`config.mk`:
```
export PLATFORM = sky130hd
export DESIGN_NAME = conversor_adc
export DESIGN_NICKNAME = d
export VERILOG_FILES = /design/src/rtl/conversor_adc_pkg.sv /design/src/rtl/conversor_adc_generador_sck.sv /design/src/rtl/conversor_adc.sv
export SDC_FILE = /design/constraint.sdc
export NUM_CORES = 1
export LEC_CHECK = 0
export CAP_MARGIN = 20
export CORE_MARGIN = 5
export CORE_UTILIZATION = 40
export CTS_BUF_LIST = sky130_fd_sc_hd__clkbuf_16
export DETAILED_ROUTE_END_ITERATION = 7
export HOLD_SLACK_MARGIN = 0.1
export PLACE_DENSITY = 0.7
export SLEW_MARGIN = 40
export SYNTH_ARGS = -nofsm -noshare
export SYNTH_HDL_FRONTEND = slang
export SYNTH_SLANG_ARGS = --single-unit
```
`constraint.sdc`:
```
create_clock -name clock -period 2.72 [get_ports clock]
set_input_delay 0.272 -clock clock [delete_from_list [all_inputs] [get_ports clock]]
set_output_delay 0.272 -clock clock [all_outputs]
set_load 0.05 [all_outputs]
```
`src/rtl/conversor_adc_pkg.sv`:
```
// rtl/conversor_adc_pkg.sv - shared frame constants and FSM encoding for the ADC SPI reader
package conversor_adc_pkg;

    localparam int FRAME_BITS = 34;
    localparam int DATA_BITS  = 14;
    localparam int CH_A_FIRST = 2;
    localparam int CH_B_FIRST = 18;
    localparam int DAC_BITS   = 12;

    typedef enum logic [1:0] {
        ST_IDLE  = 2'd0,
        ST_CONV  = 2'd1,
        ST_SHIFT = 2'd2,
        ST_DONE  = 2'd3
    } estado_t;

endpackage

```
`src/rtl/conversor_adc_generador_sck.sv`:
```
// rtl/conversor_adc_generador_sck.sv - CLK_DIV divider with registered SCK phase and rise/period ticks
module generador_sck #(
    parameter int CLK_DIV = 2
) (
    input  logic clock,
    input  logic reset,
    input  logic run,
    input  logic sck_en,
    output logic sck,
    output logic rise_tick,
    output logic period_end
);

    localparam int CNT_W = (CLK_DIV > 1) ? $clog2(CLK_DIV) : 1;

    logic [CNT_W-1:0] cnt_q, cnt_d;
    logic             phase_q, phase_d;
    logic             sck_q, sck_d;
    logic             term;

    always_comb begin
        term       = (cnt_q == CNT_W'(CLK_DIV - 1));
        rise_tick  = run && term && !phase_q;
        period_end = run && term && phase_q;
        cnt_d      = cnt_q;
        phase_d    = phase_q;
        if (!run) begin
            cnt_d   = '0;
            phase_d = 1'b0;
        end else if (term) begin
            cnt_d   = '0;
            phase_d = !phase_q;
        end else begin
            cnt_d = cnt_q + CNT_W'(1);
        end
        // The phase also runs during CONV; only SHIFT lets it reach the pin.
        sck_d = sck_en && phase_d;
    end

    always_ff @(posedge clock) begin
        if (reset) begin
            cnt_q   <= '0;
            phase_q <= 1'b0;
            sck_q   <= 1'b0;
        end else begin
            cnt_q   <= cnt_d;
            phase_q <= phase_d;
            sck_q   <= sck_d;
        end
    end

    assign sck = sck_q;

endmodule

```
`src/rtl/conversor_adc.sv`:
```
// rtl/conversor_adc.sv - SPI reader for the dual-channel 14-bit ADC
module conversor_adc
    import conversor_adc_pkg::*;
#(
    parameter int CLK_DIV = 2
) (
    input  logic                 clock,
    input  logic                 reset,
    input  logic                 clock_enable,
    input  logic                 spi_miso,
    output logic                 spi_sck,
    output logic                 ad_conv,
    output logic [DATA_BITS-1:0] canal_a,
    output logic [DATA_BITS-1:0] canal_b,
    output logic [DAC_BITS-1:0]  muestra_dac,
    output logic                 dato_valido,
    output logic                 ocupado
);

    localparam logic [5:0] A_LO     = 6'(CH_A_FIRST);
    localparam logic [5:0] A_HI     = 6'(CH_A_FIRST + DATA_BITS - 1);
    localparam logic [5:0] B_LO     = 6'(CH_B_FIRST);
    localparam logic [5:0] B_HI     = 6'(CH_B_FIRST + DATA_BITS - 1);
    localparam logic [5:0] LAST_BIT = 6'(FRAME_BITS - 1);

    estado_t              state_q, state_d;
    logic [5:0]           bit_q, bit_d;
    logic [DATA_BITS-1:0] sr_a_q, sr_a_d, sr_b_q, sr_b_d;
    logic [DATA_BITS-1:0] canal_a_q, canal_a_d, canal_b_q, canal_b_d;
    logic                 ad_conv_q, ad_conv_d;
    logic                 dato_valido_q, dato_valido_d;
    logic                 ocupado_q, ocupado_d;
    logic                 gen_run, gen_sck_en, rise_tick, period_end;

    assign gen_run    = (state_q == ST_CONV) || (state_q == ST_SHIFT);
    assign gen_sck_en = (state_q == ST_SHIFT);

    generador_sck #(.CLK_DIV(CLK_DIV)) u_sck (
        .clock      (clock),
        .reset      (reset),
        .run        (gen_run),
        .sck_en     (gen_sck_en),
        .sck        (spi_sck),
        .rise_tick  (rise_tick),
        .period_end (period_end)
    );

    always_comb begin
        state_d       = state_q;
        bit_d         = bit_q;
        sr_a_d        = sr_a_q;
        sr_b_d        = sr_b_q;
        canal_a_d     = canal_a_q;
        canal_b_d     = canal_b_q;
        ad_conv_d     = ad_conv_q;
        dato_valido_d = 1'b0;
        ocupado_d     = ocupado_q;
        unique case (state_q)
            ST_IDLE: begin
                if (clock_enable) begin
                    state_d   = ST_CONV;
                    ad_conv_d = 1'b1;
                    ocupado_d = 1'b1;
                    bit_d     = '0;
                end
            end
            ST_CONV: begin
                if (period_end) begin
                    state_d   = ST_SHIFT;
                    ad_conv_d = 1'b0;
                end
            end
            ST_SHIFT: begin
                // MISO is taken on the same edge that drives SCK high.
                if (rise_tick) begin
                    if (bit_q >= A_LO && bit_q <= A_HI)
                        sr_a_d = {sr_a_q[DATA_BITS-2:0], spi_miso};
                    if (bit_q >= B_LO && bit_q <= B_HI)
                        sr_b_d = {sr_b_q[DATA_BITS-2:0], spi_miso};
                end
                if (period_end) begin
                    if (bit_q == LAST_BIT) begin
                        state_d       = ST_DONE;
                        canal_a_d     = sr_a_q;
                        canal_b_d     = sr_b_q;
                        dato_valido_d = 1'b1;
                    end else begin
                        bit_d = bit_q + 6'd1;
                    end
                end
            end
            ST_DONE: begin
                state_d   = ST_IDLE;
                ocupado_d = 1'b0;
            end
            default: state_d = ST_IDLE;
        endcase
    end

    always_ff @(posedge clock) begin
        if (reset) begin
            state_q       <= ST_IDLE;
            bit_q         <= '0;
            sr_a_q        <= '0;
            sr_b_q        <= '0;
            canal_a_q     <= '0;
            canal_b_q     <= '0;
            ad_conv_q     <= 1'b0;
            dato_valido_q <= 1'b0;
            ocupado_q     <= 1'b0;
        end else begin
            state_q       <= state_d;
            bit_q         <= bit_d;
            sr_a_q        <= sr_a_d;
            sr_b_q        <= sr_b_d;
            canal_a_q     <= canal_a_d;
            canal_b_q     <= canal_b_d;
            ad_conv_q     <= ad_conv_d;
            dato_valido_q <= dato_valido_d;
            ocupado_q     <= ocupado_d;
        end
    end

    assign ad_conv     = ad_conv_q;
    assign canal_a     = canal_a_q;
    assign canal_b     = canal_b_q;
    assign muestra_dac = canal_a_q[DATA_BITS-1 -: DAC_BITS];
    assign dato_valido = dato_valido_q;
    assign ocupado     = ocupado_q;

endmodule
```
==> flow_metrics.tcl, run 1 <==
set metrics [dict create \
    layout_common_cells "dfxtp_1, nand2_1, clkdlybuf4s50_1" \
    layout-drive-gt1-share_pct 8.79 \
    yosysWarnings 0 \
    skew_ps 3.31 \
    switchingPower_w 0.000698 \
    slowest_delay_ps 540 \
    switching_share_pct 26.9 \
    hold_viol_final 0 \
    yosysTopAreaCell "dfxtp_1" \
    synth_top_cell_area_share_pct 46.2 \
    synth_adder_area_share_pct 3.71 \
    p_per_area_mw_per_mm2 690 \
    ys_async_sr_fraction_pct 0 \
    finalSetupTns_ps 0 \
    synth_edf_count 0 \
    critPathRequiredTime_ps 2900 \
    period_needed_ps 2160 \
    cp.arrival_ps 2340 \
    cts_tree "yes" \
    clock.fmax_mhz 463 \
    end_kind "register" \
    synth_simple_gate_area_share_pct 21.4 \
    cts-root-buf "clkbuf_16" \
    synth_compound_area_share_pct 10.7 \
    power_frac_comb_pct 14.2 \
    clk_latency_ps 320 \
    antenna_found_initial 0 \
    firstDrtPassIters 4 \
    die_width_um 97.1 \
    wl_per_cell_um 13.2 \
    netlist_area_mm2 0.00304 \
    hold_slack_ps 451 \
    grt_max_degree 44 \
    numCtsBuffers 9 \
    critPathSlowestCell "ha_1" \
    routabilityCongestion 0.783 \
    core-area_mm2 0.00733 \
    holdPathEnd "canal_b[7]$_SDFFE_PP0P_" \
    clkPwrFrac_pct 43.3 \
    critical_path.top_delay_family "adder cells" \
    startpoint_type "register" \
    drt.antenna.violating_nets 0 \
    ys_ff_latch 70 \
    finalCritPeriodShare_pct 79.4 \
    worstRegToRegCells 7 \
    relSlewSlack_pct 53.2 \
    start_util_pct 41.4 \
    grt_usage_pct 13.4 \
    critPathKind "reg2reg" \
    slew_violations 0 \
    hp-start "canal_b[7]$_SDFFE_PP0P_" \
    dp_hpwl_um 4160 \
    hold_depth 2 \
    rr_startpoint "state_q[0]$_SDFFE_PP0P_" \
    synthCells 324 \
    power_leakage_nw 1.29 \
    critPathBufInv 2 \
    io_pins 48 \
    die_y_um 97.1 \
    vdd_drop_max_mv 0.498 \
    final_nets 372 \
    path_clk_slew_ps 60 \
    route.vias.total 2266 \
    yosysSeqAreaShare_pct 46.2 \
    rows 31 \
    synth_top_family_by_area "simple AND/OR/NAND/NOR gates" \
    htreeDepth 3 \
    routed_via_density 4.89 \
    synthMuxAreaShare_pct 9.89 \
    status "completed" \
    cp.depth 7 \
    finalSetupViolations 0 \
    hp-class "reg2reg" \
    internal-power_w 0.00190 \
    max_cap_violations 0 \
    crit_chain "inv_1 > ha_1 > nand4b_4 > nor4_4 > buf_4 > mux2i_1 > nor2_1" \
    seqPwrFrac_pct 42.5 \
    cts_buffer_depth 2 \
    holdBufCountCts 0 \
    path_max_fanout 17 \
    tightest_slew_ps 696 \
    regToRegEndpoint "sr_a_q[10]$_SDFFE_PP0P_" \
    pre_cts_slack_ps 556 \
    syn_nets 337 \
    routed_wl_um 6100 \
    antenna_cells 0 \
    syn_avg_cell_area_um2 9.37 \
    synth_top_cells_by_area "dfxtp_1, mux2i_1, nand2_1, a21oi_1, ha_1" \
    yosys_most_used_dff "dfxtp_1" \
    drt_iter0_drc 122 \
    drc 0 \
    yosys.area_share.xor_xnor_pct 0.289 \
    area_growth_pct 24.1 \
    io_buffers 47 \
    cts.sinks 70 \
    ys_types 40 \
    rsz0062_at_grt "no" \
    layout_commonest_cell "dfxtp_1" \
    die_area_mm2 0.00943 \
    nFillCells 654 \
    overflow 0 \
    grt_pass1_vias 2316 \
    cts_setup_buffers 0 \
    r2r_slack_ps 560 \
    grt_pass1_wl_um 10600 \
    cts_resized 0 \
    setup_slack_ps 561 \
]
-- registers in the layout, indices dropped and copies added, names as in the netlist --
register / cells
canal_a: 14
canal_b: 14
sr_a_q: 14
sr_b_q: 14
bit_q: 6
state_q: 2
ad_conv: 1
dato_valido: 1
ocupado: 1
u_sck.cnt_q: 1
u_sck.phase_q: 1
u_sck.sck: 1
-- worst register-to-register path: stages (launching register included) --
cell and delay, ps:
dfxtp_1 340, inv_1 120, ha_1 540, nand4b_4 210, nor4_4 240, buf_4 290, mux2i_1 240, nor2_1 60
-- logic make-up after synthesis --
group / Yosys count
AND/OR/NAND/NOR: 123
flip-flops: 70
AO/OA/AOI/OAI: 53
buffers and inverters: 38
multiplexers: 30
adder cells (fa/ha/maj): 9
XOR/XNOR: 1
-- power groups by stage --
stage          clock network [W]  registers, W  logic, W
2_1_floorplan                  0       0.00115  0.000251
3_3_place_gp                   0       0.00112  0.000357
3_5_place_dp                   0       0.00113  0.000371
4_1_cts                  0.00116       0.00110  0.000373
5_1_grt                  0.00121       0.00111  0.000413
6_report                 0.00113       0.00110  0.000370
-- metrics by stage --
| stage | cell area, um2 | total power, W | std cells | util [%] |
|---|---|---|---|---|
| floorplan | 3040 | 0.00140 | 324 | - |
| global route | 3770 | 0.00273 | 463 | 51.4 |
| CTS | 3770 | 0.00263 | 463 | 51.4 |
| detailed placement | 3470 | 0.00150 | 447 | 47.4 |
| global placement | 3470 | 0.00148 | 447 | 47.4 |
| finish | 3770 | 0.00260 | 463 | 51.4 |
-- cell type report --
type	count	area [um2]	area share, %
clock inverter	7	66.3	1.76
tap	99	124	3.29
inverter	7	26.3	0.698
timing repair buffer	55	526	14.0
multi-input combinational	216	1400	37.1
clock buffer	9	225	5.98
sequential	70	1400	37.2
-- cell usage after synthesis (2+ instances only) --
cell type / instances
dfxtp_1: 70
nand2_1: 60
a21oi_1: 35
mux2i_1: 30
nor2_1: 22
nand2b_1: 17
buf_4: 14
clkbuf_1: 9
ha_1: 9
inv_1: 6
nand3_1: 6
buf_6: 5
a21o_1: 3
a31oi_1: 3
buf_2: 3
a2111oi_2: 2
and2_1: 2
nand4b_1: 2
nor4_4: 2
o21a_1: 2
o31ai_1: 2
or4_1: 2
-- per-layer routing --
metal / track usage [%] / part of all wire [%]
met1: 15.9 / 46
met3: 3.80 / 3.6
met5: 0 / 0
met2: 22.3 / 49
met4: 6.48 / 1.1
-- how the worst max path moves through the flow --
stage                       startpoint                      end  slack [ps]
4_1_cts        state_q[0]$_SDFFE_PP0P_  sr_a_q[10]$_SDFFE_PP0P_         550
2_1_floorplan  state_q[0]$_SDFFE_PP0P_  sr_a_q[10]$_SDFFE_PP0P_         840
3_3_place_gp   state_q[0]$_SDFFE_PP0P_  sr_a_q[12]$_SDFFE_PP0P_         690
6_report       state_q[0]$_SDFFE_PP0P_  sr_a_q[10]$_SDFFE_PP0P_         560
3_5_place_dp   state_q[0]$_SDFFE_PP0P_  sr_a_q[10]$_SDFFE_PP0P_         560
5_1_grt        state_q[0]$_SDFFE_PP0P_  sr_a_q[10]$_SDFFE_PP0P_         410
Power figures use the tool's default switching activity.
==> run 2: changes to the inputs <==
clock period = 2.1 ns   (was 2.72 ns; I/O delays follow)
==> flow_metrics.tcl, run 2 (synthesis gave the netlist of run 1 again) <==
set metrics [dict create \
    drc 0 \
    vdd_drop_max_mv 0.503 \
    nFillCells 675 \
    io_pins 48 \
    holdBufCountCts 0 \
    rsz0062_at_grt "no" \
    die_y_um 97.1 \
    cts-root-buf "clkbuf_16" \
    period_needed_ps 1970 \
    worstRegToRegCells 6 \
    instances_no_fill 464 \
    slew_violations 0 \
    hp-class "in2reg" \
    wl_per_cell_um 13.2 \
    grt_max_degree 70 \
    critical_path.top_delay_family "simple AND/OR/NAND/NOR gates" \
    power_leakage_nw 1.29 \
    status "completed" \
    final_nets 373 \
    layout_commonest_cell "dfxtp_1" \
    tightest_slew_ps 509 \
    clk_latency_ps 330 \
    routed_wl_um 6110 \
    critPathBufInv 2 \
    grt_pass1_vias 2296 \
    critPathKind "reg2reg" \
    cts_resized 0 \
    end_kind "register" \
    hold_depth 3 \
    io_buffers 47 \
    design_area_mm2 0.00380 \
    cts_tree "yes" \
    die_width_um 97.1 \
    multi_input_area_mm2 0.00142 \
    path_clk_slew_ps 60 \
    max_cap_violations 0 \
    clock.fmax_mhz 509 \
    drt_iter0_drc 97 \
    dp_hpwl_um 4090 \
    cts_buffer_depth 2 \
    cts.sinks 70 \
    place_inst 448 \
    path_max_fanout 13 \
    route.vias.total 2300 \
    area_growth_pct 25.1 \
    drt.antenna.violating_nets 0 \
    critPathRequiredTime_ps 2360 \
    finalCritPeriodShare_pct 93.6 \
    antenna_cells 0 \
    die_area_mm2 0.00943 \
    grt_pass1_wl_um 10400 \
    routed_via_density 4.96 \
    routabilityCongestion 0.828 \
    grt_usage_pct 13.3 \
    p_per_area_mw_per_mm2 871 \
    start_util_pct 41.4 \
    layout_common_cells "dfxtp_1, nand2_1, clkdlybuf4s50_1" \
    overflow 0 \
    cp.depth 6 \
    antenna_found_initial 0 \
    layout-drive-gt1-share_pct 10.1 \
    finalSetupTns_ps 0 \
    hold_viol_final 0 \
    crit_chain "inv_1 > ha_1 > buf_4 > a21bo_2 > or4_1 > a21oi_1" \
    skew_ps 5.23 \
    slowest_delay_ps 490 \
    cp.arrival_ps 2230 \
    cts_setup_buffers 0 \
    postPlaceCellArea_mm2 0.00351 \
    rows 31 \
    relSlewSlack_pct 65.4 \
    critPathSlowestCell "or4_1" \
    startpoint_type "register" \
    htreeDepth 3 \
    core-area_mm2 0.00733 \
    numCtsBuffers 9 \
    firstDrtPassIters 6 \
    seq_area_mm2 0.00140 \
    finalSetupViolations 0 \
]
==> run 2: worst paths after layout <==
kind	start	to	slack [ps]
worst min-delay path	reset	u_sck.cnt_q$_SDFF_PP0_	250
worst max-delay path	state_q[0]$_SDFFE_PP0P_	bit_q[3]$_SDFFE_PP0P_	130
worst min register to register	sr_a_q[13]$_SDFFE_PP0P_	canal_a[13]$_SDFFE_PP0P_	450
worst max register to register	state_q[0]$_SDFFE_PP0P_	bit_q[3]$_SDFFE_PP0P_	130
==> run 2: through the flow <==
| step | setup slack, ps | power, W | util (%) | hold WS (ps) |
|---|---|---|---|---|
| floorplan | 215 | 0.00182 | - | 357 |
| global placement | 196 | 0.00194 | 47.8 | 444 |
| global route | 15.3 | 0.00347 | 51.8 | 273 |
| CTS | 45.8 | 0.00331 | 51.5 | 247 |
| detailed placement | 51.9 | 0.00195 | 47.8 | 444 |
| finish | 133 | 0.00331 | 51.8 | 248 |
==> run 2: area by class of cell <==
| cell class | instances | area share, % |
|---|---|---|
| clock buffer | 9 | 5.93 |
| clock inverter | 7 | 1.09 |
| inverter | 7 | 0.692 |
| multi-input combinational | 216 | 37.5 |
| sequential | 70 | 36.9 |
| tap | 99 | 3.26 |
| timing repair buffer | 56 | 14.7 |
==> run 2: report_power, final <==
part / switching, W / internal (W) / leakage [nW] / total (W)
Clock: 0.000562 / 0.000789 / 0.130 / 0.00135
Combinational: 0.000325 / 0.000204 / 0.592 / 0.000529
Sequential: 0.0000563 / 0.00137 / 0.565 / 0.00143
Total: 0.000944 / 0.00237 / 1.29 / 0.00331
==> run 2: routing by layer <==
layer | track usage, % | part of all wire, %
met4 | 5.94 | 1.8
met3 | 3.52 | 3.3
met1 | 15.2 | 46
met5 | 0 | 0
met2 | 23.2 | 49
==> run 2: worst reg2reg max path: stages, from the launching register on <==
cell     delay [ps]
dfxtp_1         340
inv_1           120
ha_1            330
buf_4           240
a21bo_2         240
or4_1           490
a21oi_1         140
==> run 3: changes to the inputs <==
GPL_ROUTABILITY_DRIVEN = 0   (was default)
==> flow_metrics.tcl, run 3 (synthesis gave the netlist of run 1 again) <==
set metrics [dict create \
    status "completed" \
    io_pins 48 \
    finalSetupTns_ps 0 \
    final_nets 373 \
    cts.sinks 70 \
    r2r_slack_ps 120 \
    hp-class "in2reg" \
    rows 31 \
    antenna_cells 0 \
    htreeDepth 3 \
    end_kind "register" \
    finalCritPeriodShare_pct 94.1 \
    grt_use_met1_pct 14.8 \
    layout-drive-gt1-share_pct 9.59 \
    top_usage_layer "met2" \
    drc 0 \
    design_area_mm2 0.00379 \
    path_max_fanout 6 \
    grt_usage_pct 12.7 \
    grt_pass1_vias 2144 \
    antenna_found_initial 0 \
    relSlewSlack_pct 51.8 \
    holdPathEnd "canal_b[4]$_SDFFE_PP0P_" \
    critPathKind "reg2reg" \
    hp-start "reset" \
    p_per_area_mw_per_mm2 895 \
    power_frac_comb_pct 14.6 \
    worstRegToRegCells 6 \
    core-area_mm2 0.00733 \
    grt_pass1_wl_um 9870 \
    cts-root-buf "clkbuf_16" \
    io_buffers 47 \
    power_leakage_nw 1.30 \
    drt_iter0_drc 146 \
    path_clk_slew_ps 60 \
    routed_wl_um 5990 \
    seqPwrFrac_pct 42.1 \
    multi_input_area_mm2 0.00140 \
    critPathRequiredTime_ps 2360 \
    finalSetupViolations 0 \
    met3_usage_pct 4.02 \
    slew_violations 0 \
    firstDrtPassIters 4 \
    seq_area_mm2 0.00140 \
    clk_latency_ps 330 \
    switchingPower_w 0.000924 \
    regToRegEndpoint "bit_q[3]$_SDFFE_PP0P_" \
    skew_ps 6.94 \
    internal-power_w 0.00247 \
    period_needed_ps 1980 \
    die_width_um 97.1 \
    hold_depth 2 \
    cp.arrival_ps 2240 \
    rr_startpoint "state_q[1]$_SDFFE_PP0P_" \
    numCtsBuffers 9 \
    startpoint_type "register" \
    tightest_slew_ps 703 \
    layout_commonest_cell "dfxtp_1" \
    grt_use_met2_pct 21.1 \
    switching_share_pct 27.2 \
    overflow 0 \
    drt.antenna.violating_nets 0 \
    route.vias.total 2295 \
    nFillCells 657 \
    holdBufCountCts 0 \
    clock.fmax_mhz 506 \
    area_growth_pct 24.9 \
    clkPwrFrac_pct 43.3 \
    postPlaceCellArea_mm2 0.00349 \
    routed_via_density 4.95 \
    cts_resized 0 \
    vdd_drop_max_mv 0.503 \
    start_util_pct 41.4 \
    cts_buffer_depth 2 \
    cts_setup_buffers 0 \
    hold_viol_final 0 \
    grt_max_degree 27 \
    die_y_um 97.1 \
    layout_common_cells "dfxtp_1, nand2_1, clkdlybuf4s50_1" \
    die_area_mm2 0.00943 \
    wl_per_cell_um 12.9 \
    rsz0062_at_grt "no" \
    dp_hpwl_um 4090 \
    cts_tree "yes" \
    max_cap_violations 0 \
]
run 3: cell count changes in the layout (fill, tap and decap cells not counted):
cell | before | now
a2111oi_4 | 1 | 0
bufinv_16 | 0 | 1
a2111oi_2 | 1 | 2
ha_2 | 1 | 0
clkinvlp_4 | 2 | 1
mux2i_1 | 29 | 30
buf_4 | 7 | 8
buf_12 | 2 | 1
clkinv_1 | 1 | 2
inv_1 | 7 | 6
mux2i_2 | 1 | 0
ha_1 | 8 | 9
run 3: final cells by class:
class                           count  share of cell area, %
Tap cell                           99                   3.27
Clock buffer                        9                   5.94
Sequential cell                    70                   37.0
Clock inverter                      7                   1.68
Timing Repair Buffer               56                   14.4
Inverter                            7                  0.693
Multi-Input combinational cell    216                   37.0
run 3: power groups by stage:
stage               combinational, W  clock, W  sequential [W]
finish                      0.000496   0.00147         0.00143
global route                0.000535   0.00157         0.00144
CTS                         0.000489   0.00150         0.00143
detailed placement          0.000484         0         0.00146
global placement            0.000474         0         0.00145
floorplan                   0.000326         0         0.00149
run 3: worst max path at each step:
| stage | slack [ps] | start | end | cells after the start |
|---|---|---|---|---|
| final | 120 | state_q[1]$_SDFFE_PP0P_ | bit_q[3]$_SDFFE_PP0P_ | 6 |
| after global routing | 10 | state_q[0]$_SDFFE_PP0P_ | bit_q[2]$_SDFFE_PP0P_ | 5 |
| after CTS | 100 | state_q[1]$_SDFFE_PP0P_ | bit_q[3]$_SDFFE_PP0P_ | 6 |
| after detailed placement | 130 | state_q[1]$_SDFFE_PP0P_ | bit_q[3]$_SDFFE_PP0P_ | 6 |
| after global placement | 210 | state_q[0]$_SDFFE_PP0P_ | bit_q[3]$_SDFFE_PP0P_ | 6 |
| after floorplan | 220 | state_q[0]$_SDFFE_PP0P_ | sr_a_q[10]$_SDFFE_PP0P_ | 7 |
run 3: stage by stage:
stage	utilization, %	cells	hold slack, ps	worst slack (ps)	total power (W)
after CTS	51.6	464	299	103	0.00342
after detailed placement	47.7	448	447	130	0.00194
after global placement	47.7	448	446	206	0.00193
after floorplan	-	324	357	215	0.00182
after global routing	51.7	464	325	10.1	0.00354
final	51.7	464	297	125	0.00339
run 3: metal layers:
layer | part of all wire [%] | vias up
met2 | 47 | 41
li1 | - | 1163
met1 | 47 | 1079
met3 | 4.5 | 12
met5 | 0 | -
met4 | 2.2 | 0
run 3: critical path, stage by stage, from the launching register on:
cell and delay, ps:
dfxtp_1 380, inv_1 100, ha_1 410, and3_2 300, nand4_4 130, or4_1 440, a21oi_1 150
